==> src/rtl/nibble_adder_pkg.sv <==
// Shared types and helpers for the nibble-serial adder sequencer.
package nibble_adder_pkg;

    typedef enum logic [1:0] {
        IDLE,
        RUN,
        DONE
    } state_t;

    localparam int unsigned NIB_BITS = 4;

    function automatic int unsigned clog2(input int unsigned value);
        int unsigned result;
        result = 0;
        for (int unsigned i = 0; i < 32; i++) begin
            if ((32'd1 << result) < value) result++;
        end
        return result;
    endfunction

endpackage

==> src/rtl/padd4_slice.sv <==
// Combinational 4-bit ripple adder built from four full-adder cells; exposes the carry into bit 3.
module padd4_slice (
    input  logic [3:0] a,
    input  logic [3:0] b,
    input  logic       ci,
    output logic [3:0] s,
    output logic       co,
    output logic       c3
);

    logic [4:0] carry;

    always_comb begin
        carry    = '0;
        s        = '0;
        carry[0] = ci;
        for (int unsigned i = 0; i < 4; i++) begin
            s[i]       = a[i] ^ b[i] ^ carry[i];
            carry[i+1] = (a[i] & b[i]) | (carry[i] & (a[i] ^ b[i]));
        end
        co = carry[4];
        c3 = carry[3];
    end

endmodule

==> src/rtl/nibble_serial_adder_ctrl.sv <==
// Adds two WIDTH-bit operands one nibble per clock through a shared 4-bit slice,
// with valid/ready handshakes on the command and result sides.
module nibble_serial_adder_ctrl
    import nibble_adder_pkg::*;
#(
    parameter int unsigned WIDTH = 16
) (
    input  logic             clk,
    input  logic             reset,
    input  logic             start_valid,
    output logic             start_ready,
    input  logic [WIDTH-1:0] op_a,
    input  logic [WIDTH-1:0] op_b,
    input  logic             cin,
    output logic             res_valid,
    input  logic             res_ready,
    output logic [WIDTH-1:0] sum,
    output logic             cout,
    output logic             ovf,
    output logic             busy
);

    localparam int unsigned NIB   = WIDTH / NIB_BITS;
    localparam int unsigned CNT_W = (NIB > 1) ? clog2(NIB) : 1;
    localparam logic [CNT_W-1:0] LAST_CNT = CNT_W'(NIB - 1);

    generate
        if ((WIDTH % NIB_BITS) != 0 || WIDTH < NIB_BITS) begin : gBadWidth
            $error("nibble_serial_adder_ctrl: WIDTH must be a positive multiple of 4");
        end
    endgenerate

    state_t           state;
    logic [CNT_W-1:0] cnt;
    logic [WIDTH-1:0] opA;
    logic [WIDTH-1:0] opB;
    logic             carry;

    logic [3:0]       aNib;
    logic [3:0]       bNib;
    logic [3:0]       sNib;
    logic             sliceCo;
    logic             sliceC3;
    logic [WIDTH-1:0] sNibExt;

    // Nibble selection by shifting keeps the index math width-clean for any WIDTH.
    always_comb begin
        aNib       = 4'(opA >> {cnt, 2'b00});
        bNib       = 4'(opB >> {cnt, 2'b00});
        sNibExt    = '0;
        sNibExt[3:0] = sNib;
    end

    padd4_slice uSlice (
        .a  (aNib),
        .b  (bNib),
        .ci (carry),
        .s  (sNib),
        .co (sliceCo),
        .c3 (sliceC3)
    );

    assign start_ready = (state == IDLE);
    assign res_valid   = (state == DONE);
    assign busy        = (state == RUN);

    always_ff @(posedge clk) begin
        if (reset) begin
            state <= IDLE;
            cnt   <= '0;
            carry <= 1'b0;
            opA   <= '0;
            opB   <= '0;
            sum   <= '0;
            cout  <= 1'b0;
            ovf   <= 1'b0;
        end else begin
            case (state)
                IDLE: begin
                    if (start_valid) begin
                        opA   <= op_a;
                        opB   <= op_b;
                        carry <= cin;
                        cnt   <= '0;
                        sum   <= '0;
                        state <= RUN;
                    end
                end
                RUN: begin
                    // sum was cleared on accept, so OR-ing each nibble into place is exact.
                    sum   <= sum | (sNibExt << {cnt, 2'b00});
                    carry <= sliceCo;
                    if (cnt == LAST_CNT) begin
                        cout  <= sliceCo;
                        ovf   <= sliceC3 ^ sliceCo;
                        state <= DONE;
                    end else begin
                        cnt <= cnt + CNT_W'(1);
                    end
                end
                DONE: begin
                    if (res_ready) state <= IDLE;
                end
                default: state <= IDLE;
            endcase
        end
    end

endmodule

==> config.mk <==
export PLATFORM = sky130hd
export DESIGN_NAME = nibble_serial_adder_ctrl
export DESIGN_NICKNAME = d
export VERILOG_FILES = /design/src/rtl/nibble_adder_pkg.sv /design/src/rtl/padd4_slice.sv /design/src/rtl/nibble_serial_adder_ctrl.sv
export SDC_FILE = /design/constraint.sdc
export NUM_CORES = 1
export LEC_CHECK = 0
export ABC_AREA = 0
export ABC_CLOCK_PERIOD_IN_PS = 4300
export BUFFER_PORTS_ARGS = -buffer_cell sky130_fd_sc_hd__buf_4
export CAP_MARGIN = 25
export CORE_ASPECT_RATIO = 0.75
export CORE_MARGIN = 2
export CORE_UTILIZATION = 48
export DETAILED_ROUTE_END_ITERATION = 6
export PLACE_DENSITY = 0.73
export SETUP_SLACK_MARGIN = 0.02
export SLEW_MARGIN = 15
export SYNTH_ARGS = -nofsm -noshare
export SYNTH_HDL_FRONTEND = slang
export SYNTH_SLANG_ARGS = --single-unit
==> constraint.sdc <==
create_clock -name clk -period 4.3 [get_ports clk]
set_clock_uncertainty 0.15 [all_clocks]
set_input_delay 0.43 -clock clk [delete_from_list [all_inputs] [get_ports clk]]
set_output_delay 0.43 -clock clk [all_outputs]
set_load 0.02 [all_outputs]
==> flow_summary.ini <==
[power]
pwr-share-comb_pct = 14.5
powerDensity_nw_per_um2 = 346
clkPwrFrac_pct = 28.6
power.static_leakage_nw = 1.19
cellInternalPower_mw = 0.716
vdd_ir_drop_max_mv = 0.170
sw_frac_of_total_pct = 26.4
power.net_switching_mw = 0.257
seq_power_share_pct = 56.9

[sta]
setup_repair_after_global_routing_missed_its_margin = no
max-slew-margin-rel_pct = 51.3
period_minus_slack_ns = 3.48
min_period_over_period_pct = 80.9
setup_slack_after_layout_ns = 0.823
final_setup_tns_ns = 0
worst_pin_slew_ns = 0.730
hold_viol = 0
fmax_mhz = 288
final-max-slew-violation-count = 0
setup-violations-final = 0
timing.hold.ws_ns = 0.206

[floorplan]
die_height_um = 64.2
num_io_pins = 58
initial_core_util_pct = 50.9
placeableCoreArea_um2 = 4550
die-width_um = 84.2
floorplan.die_area_um2 = 5400
placementRows = 21

[routing]
routedWlPerCell_um = 14.0
drt-initial-drc-count = 75
vias_per_inst = 5.30
totalWireLength_um = 4940
drt_first_pass_iters = 4
drtAntennaViolNets = 0
route.vias.total = 1865
count_of_unresolved_drc_violations_after_routing = 0

[status]
run_status = complete, no violations

[setup_path]
rr_endpoint = sum[3]
critPathRequiredTime_ns = 4.40
type_of_destination_of_the_critical_path = register
timing.critical_path.fanout_max = 15
cp_launch_type = register
crit-reg2reg-launch = cnt[0]
r2r.worst_path.cells = 11
worst-setup-path-type = reg2reg
reg2reg_setup_slack_ns = 0.82
critical_path_arrival_ns = 3.58

[worst_hold_path]
hold_depth = 3
min_to = opA[10]
holdCritStartpoint = op_a[10]
holdCritPathClass = in2reg

[finish]
stdcell_count = 352
fillCellCount = 423
layout.area.seq_um2 = 1100
insertedDiodeCount = 0
multi_input_area_um2 = 1060
num-nets-final = 336
drive_above_1_share_pct = 26.4
area_overhead_vs_synth_pct = 21.4

[synthesis]
largest_cells_by_area_after_synthesis = sky130_fd_sc_hd__dfxtp_1 48%, sky130_fd_sc_hd__nand2_1 11%, sky130_fd_sc_hd__mux4_2 7.8%
yosys.area_share.adder_pct = 4.00
synth_enable_flop_cells = 0
synthDistinctLibCells = 31
synthMostInstantiatedCell = sky130_fd_sc_hd__nand2_1
synth.mux.area_fraction_pct = 8.64
synth-xor-area-share_pct = 0.378
synth_simple_gate_area_share_pct = 18.9
mappedNetlistArea_um2 = 2320
syn-instance-count = 245
synth_top_area_cell = sky130_fd_sc_hd__dfxtp_1
ys_seq_elements = 55
combinational_family_with_the_most_area_after_synthesis = simple AND/OR/NAND/NOR gates
synth.cells.most_frequent = 65 x sky130_fd_sc_hd__nand2_1, 55 x sky130_fd_sc_hd__dfxtp_1, 35 x sky130_fd_sc_hd__a21oi_1
synth_nets = 287
ys.flop_type = sky130_fd_sc_hd__dfxtp_1
syn-mean-instance-area_um2 = 9.45
postSynth.asyncResetShare_pct = 0
synthesis.yosys.warnings = 0
synth_compound_area_share_pct = 13.8
synth_largest_type_area_fraction_pct = 47.5
ys_seq_area_share_pct = 47.5

[clocking]
post_cts.resized_instances = 0
tritoncts = built
post-cts-setup-buffers = 0
ctsHtreeMaxLevel = 2
clock_insertion_delay_worst_skew_ns = 0.31
max-clock-path-buffers = 2
cts_hold_buffers = 0
cts.root.buffer_cell = sky130_fd_sc_hd__clkbuf_8
cts_inserted_buffers = 5
cts.sink_count = 55
cts.reportedPaths.clkPinSlew_ns = 0.10

[global_route]
grt_max_degree = 44
antenna_found_initial = 0
grt_pass1_vias = 1771
grt_remaining_overflow = 0
track_usage_pct = 19.6
grt_pass1_wl_um = 8380

[placed_design]
place.detailed.hpwl_um = 3530
gp_congestion = 0.787
port_buffers = 57
setup_slack_after_placement_ns = 0.817
placedCellCount = 344

[flow_run]
max_cap_violations = 0
-- metrics by stage --
step                      area [um2]  utilization, %  total power [mW]
after global routing            2810            61.8              1.02
after CTS                       2810            61.8             0.980
after detailed placement        2730            60.0             0.709
after floorplan                 2320               -             0.657
final                           2810            61.8             0.973
after global placement          2710            59.6             0.704
-- cell type report --
cell class | instances | share of cell area (%)
Timing Repair Buffer | 59 | 16.0
Sequential cell | 55 | 39.2
Clock inverter | 2 | 0.445
Inverter | 12 | 1.60
Tap cell | 57 | 2.54
Clock buffer | 6 | 2.58
Multi-Input combinational cell | 161 | 37.7
-- power by group through the flow --
stage                     Sequential, mW  Clock, mW  Combinational [mW]
after global placement             0.565          0               0.139
after global routing               0.558      0.306               0.159
final                              0.554      0.278               0.142
after detailed placement           0.566          0               0.144
after floorplan                    0.560          0              0.0968
after CTS                          0.554      0.282               0.144
-- critical path, cell delays in order (launching register included) --
cell and delay, ns:
sky130_fd_sc_hd__dfxtp_1 0.80, sky130_fd_sc_hd__mux4_2 0.59, sky130_fd_sc_hd__inv_1 0.09, sky130_fd_sc_hd__fa_1 0.16, sky130_fd_sc_hd__inv_1 0.05, sky130_fd_sc_hd__fa_1 0.35
sky130_fd_sc_hd__inv_1 0.07, sky130_fd_sc_hd__fa_1 0.20, sky130_fd_sc_hd__inv_1 0.06, sky130_fd_sc_hd__fa_1 0.53, sky130_fd_sc_hd__nor4b_1 0.24, sky130_fd_sc_hd__o21a_1 0.14
-- state kept, by name (all words and copies together), names as in the netlist --
register and cells:
opA 16, opB 16, sum 16, cnt 2, state 2, carry 1, cout 1, ovf 1
-- cell families (layout without fill, tap and decap cells) --
logic type,count (synthesis),after routing
AO/OA/AOI/OAI,52,52
XOR/XNOR,1,1
adder cells (fa/ha/maj),5,5
buffers and inverters,29,79
flip-flops,55,55
multiplexers,10,10
AND/OR/NAND/NOR,93,93
-- worst max path at each step --
stage                     slack [ns]  endpoint   start
after global routing            0.57    sum[3]  cnt[0]
after detailed placement        0.82    sum[3]  cnt[0]
final                           0.82    sum[3]  cnt[0]
after CTS                       0.79    sum[3]  cnt[0]
after global placement          0.88    sum[3]  cnt[0]
after floorplan                 1.25    sum[3]  cnt[1]
-- metal layers --
metal	global-route usage (%)	up-vias	share of wire, %
li1	-	928	-
met5	0	-	0
met4	6.65	0	1.1
met3	4.52	4	6.3
met1	27.4	884	48
met2	29.9	49	45
-- cells in the final DEF (no fill, tap or decap) --
cell                          n
sky130_fd_sc_hd__or3b_1       2
sky130_fd_sc_hd__nand4b_2     1
sky130_fd_sc_hd__nand2_1     65
sky130_fd_sc_hd__o31ai_1      1
sky130_fd_sc_hd__buf_8        1
sky130_fd_sc_hd__mux4_2       8
sky130_fd_sc_hd__or2_2        1
sky130_fd_sc_hd__dfxtp_1     55
sky130_fd_sc_hd__a22o_1      14
sky130_fd_sc_hd__buf_4       58
sky130_fd_sc_hd__nor3b_4      1
sky130_fd_sc_hd__nand3_1      3
sky130_fd_sc_hd__o21a_1       2
sky130_fd_sc_hd__ha_1         1
sky130_fd_sc_hd__clkbuf_8     5
sky130_fd_sc_hd__clkinv_2     1
sky130_fd_sc_hd__and4_1       1
sky130_fd_sc_hd__nand2b_1     2
sky130_fd_sc_hd__nor3_1       3
sky130_fd_sc_hd__mux2i_1      2
sky130_fd_sc_hd__nand3b_1     1
sky130_fd_sc_hd__and4b_1      2
sky130_fd_sc_hd__xnor2_1      1
sky130_fd_sc_hd__clkbuf_1     1
sky130_fd_sc_hd__nor2_1       6
sky130_fd_sc_hd__inv_1       12
sky130_fd_sc_hd__nor4b_1      1
sky130_fd_sc_hd__nor4_1       2
sky130_fd_sc_hd__fa_1         4
sky130_fd_sc_hd__nor2_2       1
sky130_fd_sc_hd__nor2b_1      1
sky130_fd_sc_hd__clkinvlp_4   1
sky130_fd_sc_hd__a21oi_1     35
Note: power is estimated with default switching activity, not from simulation.
